File: config.mk
export PLATFORM = sky130hd
export DESIGN_NAME = dp_sched
export DESIGN_NICKNAME = d
export VERILOG_FILES = /design/src/rtl/dp_sched.sv
export SDC_FILE = /design/constraint.sdc
export NUM_CORES = 1
export LEC_CHECK = 0
export ABC_AREA = 1
export BUFFER_PORTS_ARGS = -buffer_cell sky130_fd_sc_hd__clkbuf_2
export CORE_MARGIN = 2
export CORE_UTILIZATION = 51
export CTS_BUF_LIST = sky130_fd_sc_hd__clkbuf_4 sky130_fd_sc_hd__clkbuf_8
export DETAILED_ROUTE_END_ITERATION = 10
export PLACE_DENSITY_LB_ADDON = 0.25
export SYNTH_ARGS = -nofsm -noshare
export SYNTH_HDL_FRONTEND = slang
export SYNTH_SLANG_ARGS = --single-unit
File: constraint.sdc
create_clock -name clk -period 1.7 [get_ports clk]
set_input_delay 0.085 -clock clk [delete_from_list [all_inputs] [get_ports clk]]
set_output_delay 0.085 -clock clk [all_outputs]
set_load 0.03 [all_outputs]
File: src/rtl/dp_sched.sv
// dp_sched: shares the single s/y datapath between requesters A and B.
// Round-robin arbitration in IDLE, then runs the ENUM / COUNT / UPD control
// sequence on the datapath control points and pulses done on completion.
//
// Ports:
//   clk, rst                 clock, asynchronous active-high reset
//   a_valid/a_op, b_valid/b_op  requester op requests (0 NOP,1 ENUM,2 COUNT,3 UPD)
//   a_ready, b_ready         accept strobe (valid & ready = transfer)
//   start                    COUNT continue qualifier
//   s                        current datapath s value
//   s_en/s_zero/s_sub/s_step s register control
//   y_en/y_upd/y_select_next y register control
//   busy/owner/regime/active status; done one-cycle completion pulse
module dp_sched #(
  parameter int unsigned ENUM_DWELL = 2
) (
  input  logic       clk,
  input  logic       rst,
  input  logic       a_valid,
  input  logic [1:0] a_op,
  input  logic       b_valid,
  input  logic [1:0] b_op,
  output logic       a_ready,
  output logic       b_ready,
  input  logic       start,
  input  logic [2:0] s,
  output logic       s_en,
  output logic       s_zero,
  output logic       s_sub,
  output logic [1:0] s_step,
  output logic       y_en,
  output logic       y_upd,
  output logic [1:0] y_select_next,
  output logic       busy,
  output logic       owner,
  output logic [1:0] regime,
  output logic       active,
  output logic       done
);

  typedef enum logic [2:0] {
    IDLE, E_CLR, E_STEP, E_WAIT, C_RUN, U_LOAD, U_UPD
  } state_t;

  localparam logic [2:0] DWELL_LAST = 3'(ENUM_DWELL - 1);

  state_t     state_q, state_d;
  logic       ptr_q, ptr_d;
  logic       owner_q, owner_d;
  logic       done_q, done_d;
  logic [1:0] rnd_q, rnd_d;
  logic [2:0] dwell_q, dwell_d;
  logic       grant_a, grant_b;
  logic [1:0] win_op;

  always_ff @(posedge clk or posedge rst) begin
    if (rst) begin
      state_q <= IDLE;
      ptr_q   <= 1'b0;
      owner_q <= 1'b0;
      done_q  <= 1'b0;
      rnd_q   <= '0;
      dwell_q <= '0;
    end else begin
      state_q <= state_d;
      ptr_q   <= ptr_d;
      owner_q <= owner_d;
      done_q  <= done_d;
      rnd_q   <= rnd_d;
      dwell_q <= dwell_d;
    end
  end

  always_comb begin
    state_d       = state_q;
    ptr_d         = ptr_q;
    owner_d       = owner_q;
    done_d        = 1'b0;
    rnd_d         = rnd_q;
    dwell_d       = dwell_q;
    grant_a       = 1'b0;
    grant_b       = 1'b0;
    win_op        = '0;
    s_en          = 1'b0;
    s_zero        = 1'b0;
    s_sub         = 1'b0;
    s_step        = '0;
    y_en          = 1'b0;
    y_upd         = 1'b0;
    y_select_next = '0;
    case (state_q)
      IDLE: begin
        // ptr only matters when both sides are valid
        grant_a = a_valid && (!b_valid || !ptr_q);
        grant_b = b_valid && (!a_valid || ptr_q);
        win_op  = grant_b ? b_op : a_op;
        if (grant_a || grant_b) begin
          owner_d = grant_b;
          ptr_d   = !grant_b;
          case (win_op)
            2'd0:    done_d  = 1'b1;
            2'd1:    state_d = E_CLR;
            2'd2:    state_d = C_RUN;
            default: state_d = U_LOAD;
          endcase
        end
      end
      E_CLR: begin
        s_en    = 1'b1;
        s_zero  = 1'b1;
        rnd_d   = '0;
        state_d = E_STEP;
      end
      E_STEP: begin
        s_en    = 1'b1;
        s_sub   = 1'b1;
        s_step  = 2'd2;
        dwell_d = DWELL_LAST;
        state_d = E_WAIT;
      end
      E_WAIT: begin
        if (dwell_q == '0) begin
          if (rnd_q == 2'd3) begin
            state_d = IDLE;
            done_d  = 1'b1;
          end else begin
            rnd_d   = rnd_q + 2'd1;
            state_d = E_STEP;
          end
        end else begin
          dwell_d = dwell_q - 3'd1;
        end
      end
      C_RUN: begin
        if (start) begin
          s_en   = 1'b1;
          s_sub  = 1'b1;
          s_step = 2'd1;
          if (s == '0) begin
            y_en          = 1'b1;
            y_select_next = 2'd2;
          end
        end else begin
          state_d = IDLE;
          done_d  = 1'b1;
        end
      end
      U_LOAD: begin
        y_en          = 1'b1;
        y_select_next = 2'd0;
        state_d       = U_UPD;
      end
      U_UPD: begin
        y_en          = 1'b1;
        y_upd         = 1'b1;
        y_select_next = 2'd1;
        s_en          = 1'b1;
        s_sub         = 1'b1;
        s_step        = 2'd1;
        state_d       = IDLE;
        done_d        = 1'b1;
      end
      default: state_d = IDLE;
    endcase
  end

  // ready is combinational from valid, so mask it while reset is held
  assign a_ready = grant_a && !rst;
  assign b_ready = grant_b && !rst;

  always_comb begin
    regime = '0;
    case (state_q)
      E_CLR, E_STEP, E_WAIT: regime = 2'd1;
      C_RUN:                 regime = 2'd2;
      U_LOAD, U_UPD:         regime = 2'd3;
      default:               regime = '0;
    endcase
  end

  assign active = (state_q == E_STEP) || (state_q == E_WAIT);
  assign busy   = (state_q != IDLE);
  assign owner  = owner_q;
  assign done   = done_q;

endmodule
==> impl_metrics.yaml <==
floorplan:
  die_area_um2: 1950
  die_x_um: 44.1
  core_um2: 1510
  io_pins: 29
  rows: 14
  die_y_um: 44.1
  start_util_pct: 54.5
power_and_ir_drop:
  p_sw_share_pct: 55.4
  power_leakage_nw: 0.583
  seq_power_share_pct: 25.3
  clkPwrFrac_pct: 8.9
  finalPower_mw: 2.03
  comb_power_share_pct: 65.8
  power.internal_mw: 0.904
  ir_drop_mv: 1.18
  power_density_nw_per_um2: 1950
  switchingPower_mw: 1.12
logic_synthesis:
  yosysTopAreaCell: "dfrtp_1"
  yosys-top-cells-count: "29 x nand2_1, 18 x inv_1, 18 x nand3_1"
  ys.flop_type: "dfrtp_1"
  yosysWarnings: 0
  syn_nets: 136
  yosys.cell_types.count: 22
  avgSynthCellArea_um2: 6.78
  ys_ff_latch: 11
  synth_area_um2: 821
  yosysTopAreaCellShare_pct: 33.5
  yosysMostFrequentCell: "nand2_1"
  synth_edf_count: 0
  syn_inst: 121
  synth.area.top_cells: "dfrtp_1 34%, nand2_1 13%, nand3_1 11%, inv_1 8.2%, nor2_1 5.5%"
  async_reset_ff_share_pct: 100
  yosysSeqAreaShare_pct: 33.5
clock_network:
  path_clk_slew_ns: 0.08
  clockBufferDepth: 2
  clock_sinks: 11
  cts_htree_levels: 1
  cts_made_buffers: 3
  cts_tree: "built"
  cts_root_buffer: "clkbuf_4"
  insertion_delay_ns: 0.27
min_path:
  hp-start: "start"
  hold_path.class: "in -> reg"
  hold_end: "state_q[2]$_DFFE_PP0P_"
  hold_path_depth: 3
global_routing:
  track_usage_pct: 21.5
  grt-ovfl-total: 0
  grt_pass1_wl_mm: 3.17
  grt_pass1_vias: 755
  antenna_found_initial: 0
  grt_max_degree: 12
critical_path:
  start_kind: "flip-flop"
  reg2reg_slack_ns: 0.19
  r2r-start: "dwell_q[0]$_DFFE_PP0P_"
  critPathKind: "reg -> out"
  reg2regPathDepth: 8
  timing.rr.end: "rnd_q[0]$_DFFE_PP0P_"
  cp-end-kind: "output port"
  critPathRequiredTime_ns: 1.62
  cp_max_fo: 9
  critical_path_arrival_ns: 1.52
placement:
  gp_congestion: 0.852
  io_buffers: 28
  dp_hpwl_mm: 1.43
  placed_cells: 163
finish:
  area_growth_pct: 26.4
  final_cells: 170
  diodes: 0
  fin_nets: 170
  drive_above_1_share_pct: 29.2
outcome:
  run_status: "finished, final reports clean"
timing:
  tightest_slew_ns: 0.431
  max_slew_margin_pct: 71.2
  fin_crit_ns: 1.61
  fin_worst_skew_ns: 0.00566
  whs_ns: 0.132
  finalMaxSlewViolations: 0
  fmax_mhz: 623
  finalHoldViolations: 0
  finalCritPeriodShare_pct: 94.5
  setup_viol: 0
flow_run:
  maxCapViolCount: 0
route:
  drc_errors: 0
  dr_total_vias: 892
  dr.first_iter.drc_count: 33
  via_per_inst: 5.25
  antenna_left: 0
  wl_per_cell_um: 11.1
  detail_route.first_pass.iterations: 4
  wl_mm: 1.89
[sequential cells by signal, summed over array words and instances (netlist names)]
register	cells
ptr_q	1
state_q	3
dwell_q	3
owner	1
done	1
rnd_q	2
[stage by stage]
stage | worst slack, ns | instance area [µm²] | util [%] | setup TNS [ns]
finish | 0.0937 | 1040 | 68.9 | 0
global route | -0.00853 | 1040 | 68.9 | -0.00853
CTS | 0.0147 | 1010 | 67.4 | 0
detailed placement | 0.217 | 968 | 64.3 | 0
global placement | 0.245 | 968 | 64.3 | 0
floorplan | 0.220 | 821 | - | 0
[worst max-delay path by stage]
stage	endpoint	cells past startpoint	startpoint	slack, ns
global placement	a_ready	4	state_q[2]$_DFFE_PP0P_	0.24
detailed placement	rnd_q[0]$_DFFE_PP0P_	8	dwell_q[0]$_DFFE_PP0P_	0.22
CTS	y_en	5	state_q[2]$_DFFE_PP0P_	0.01
floorplan	y_en	4	state_q[2]$_DFFE_PP0P_	0.22
global route	y_en	5	state_q[2]$_DFFE_PP0P_	-0.009
finish	y_en	4	state_q[0]$_DFFE_PP0P_	0.09
[cells by family after synthesis]
kind of cell	after synthesis	synth area share, %
AO/OA/AOI/OAI	16	11.3
adder cells (fa/ha/maj)	3	4.57
buffers and inverters	23	11.6
XOR/XNOR	1	1.07
AND/OR/NAND/NOR	67	38.0
flip-flops	11	33.5
[layout make-up]
class | count | area (µm²)
clock buffer | 3 | 22.5
clock inverter | 1 | 5.00
fill | 140 | 469
inverter | 20 | 75.1
multi-input combinational | 87 | 462
sequential | 11 | 278
tap | 16 | 20.0
timing repair buffer | 32 | 175
[critical path: stages (launching register included)]
cell      delay, ns
dfrtp_2        0.50
nor2_2         0.21
nand3_2        0.15
o221ai_1       0.20
buf_4          0.19
[layer usage]
metal  share of wire, %  up-vias  GRT usage (%)
met1                 48      400           30.2
li1                   -      460              -
met2                 46       30           35.3
met4               0.79        0           5.45
met3                5.0        2           2.45
met5                  0        -              0
[what timing repair did]
| item | in CTS | in global routing |
|---|---|---|
| resized for setup | 3 | 3 |
| setup endpoints to repair | 3 | 4 |
| buffers inserted | 0 | 2 |
| hold buffers | 1 | 0 |
| hold endpoints to repair | 11 | 0 |
| pin swaps | 0 | 1 |
[layout by cell type, fill, tap and decap left out, drive strengths merged, types with 3 or more instances in the layout]
| cell | netlist | layout |
|---|---|---|
| a21oi | 5 | 5 |
| dfrtp | 11 | 11 |
| nor2 | 15 | 15 |
| nand3 | 18 | 18 |
| nand2 | 29 | 29 |
| inv | 20 | 20 |
| nand3b | 3 | 3 |
| o21ai | 7 | 7 |
| clkbuf | 0 | 30 |
| ha | 3 | 3 |
| buf | 3 | 4 |
[power groups by stage]
stage / combinational [mW] / clock [mW] / sequential, mW
after floorplan: 0.958 / 0 / 0.499
after global placement: 1.25 / 0 / 0.493
after detailed placement: 1.26 / 0 / 0.500
after CTS: 1.27 / 0.180 / 0.512
after global routing: 1.46 / 0.189 / 0.530
final: 1.33 / 0.180 / 0.513
No activity file was read; power rests on OpenSTA's default activity.
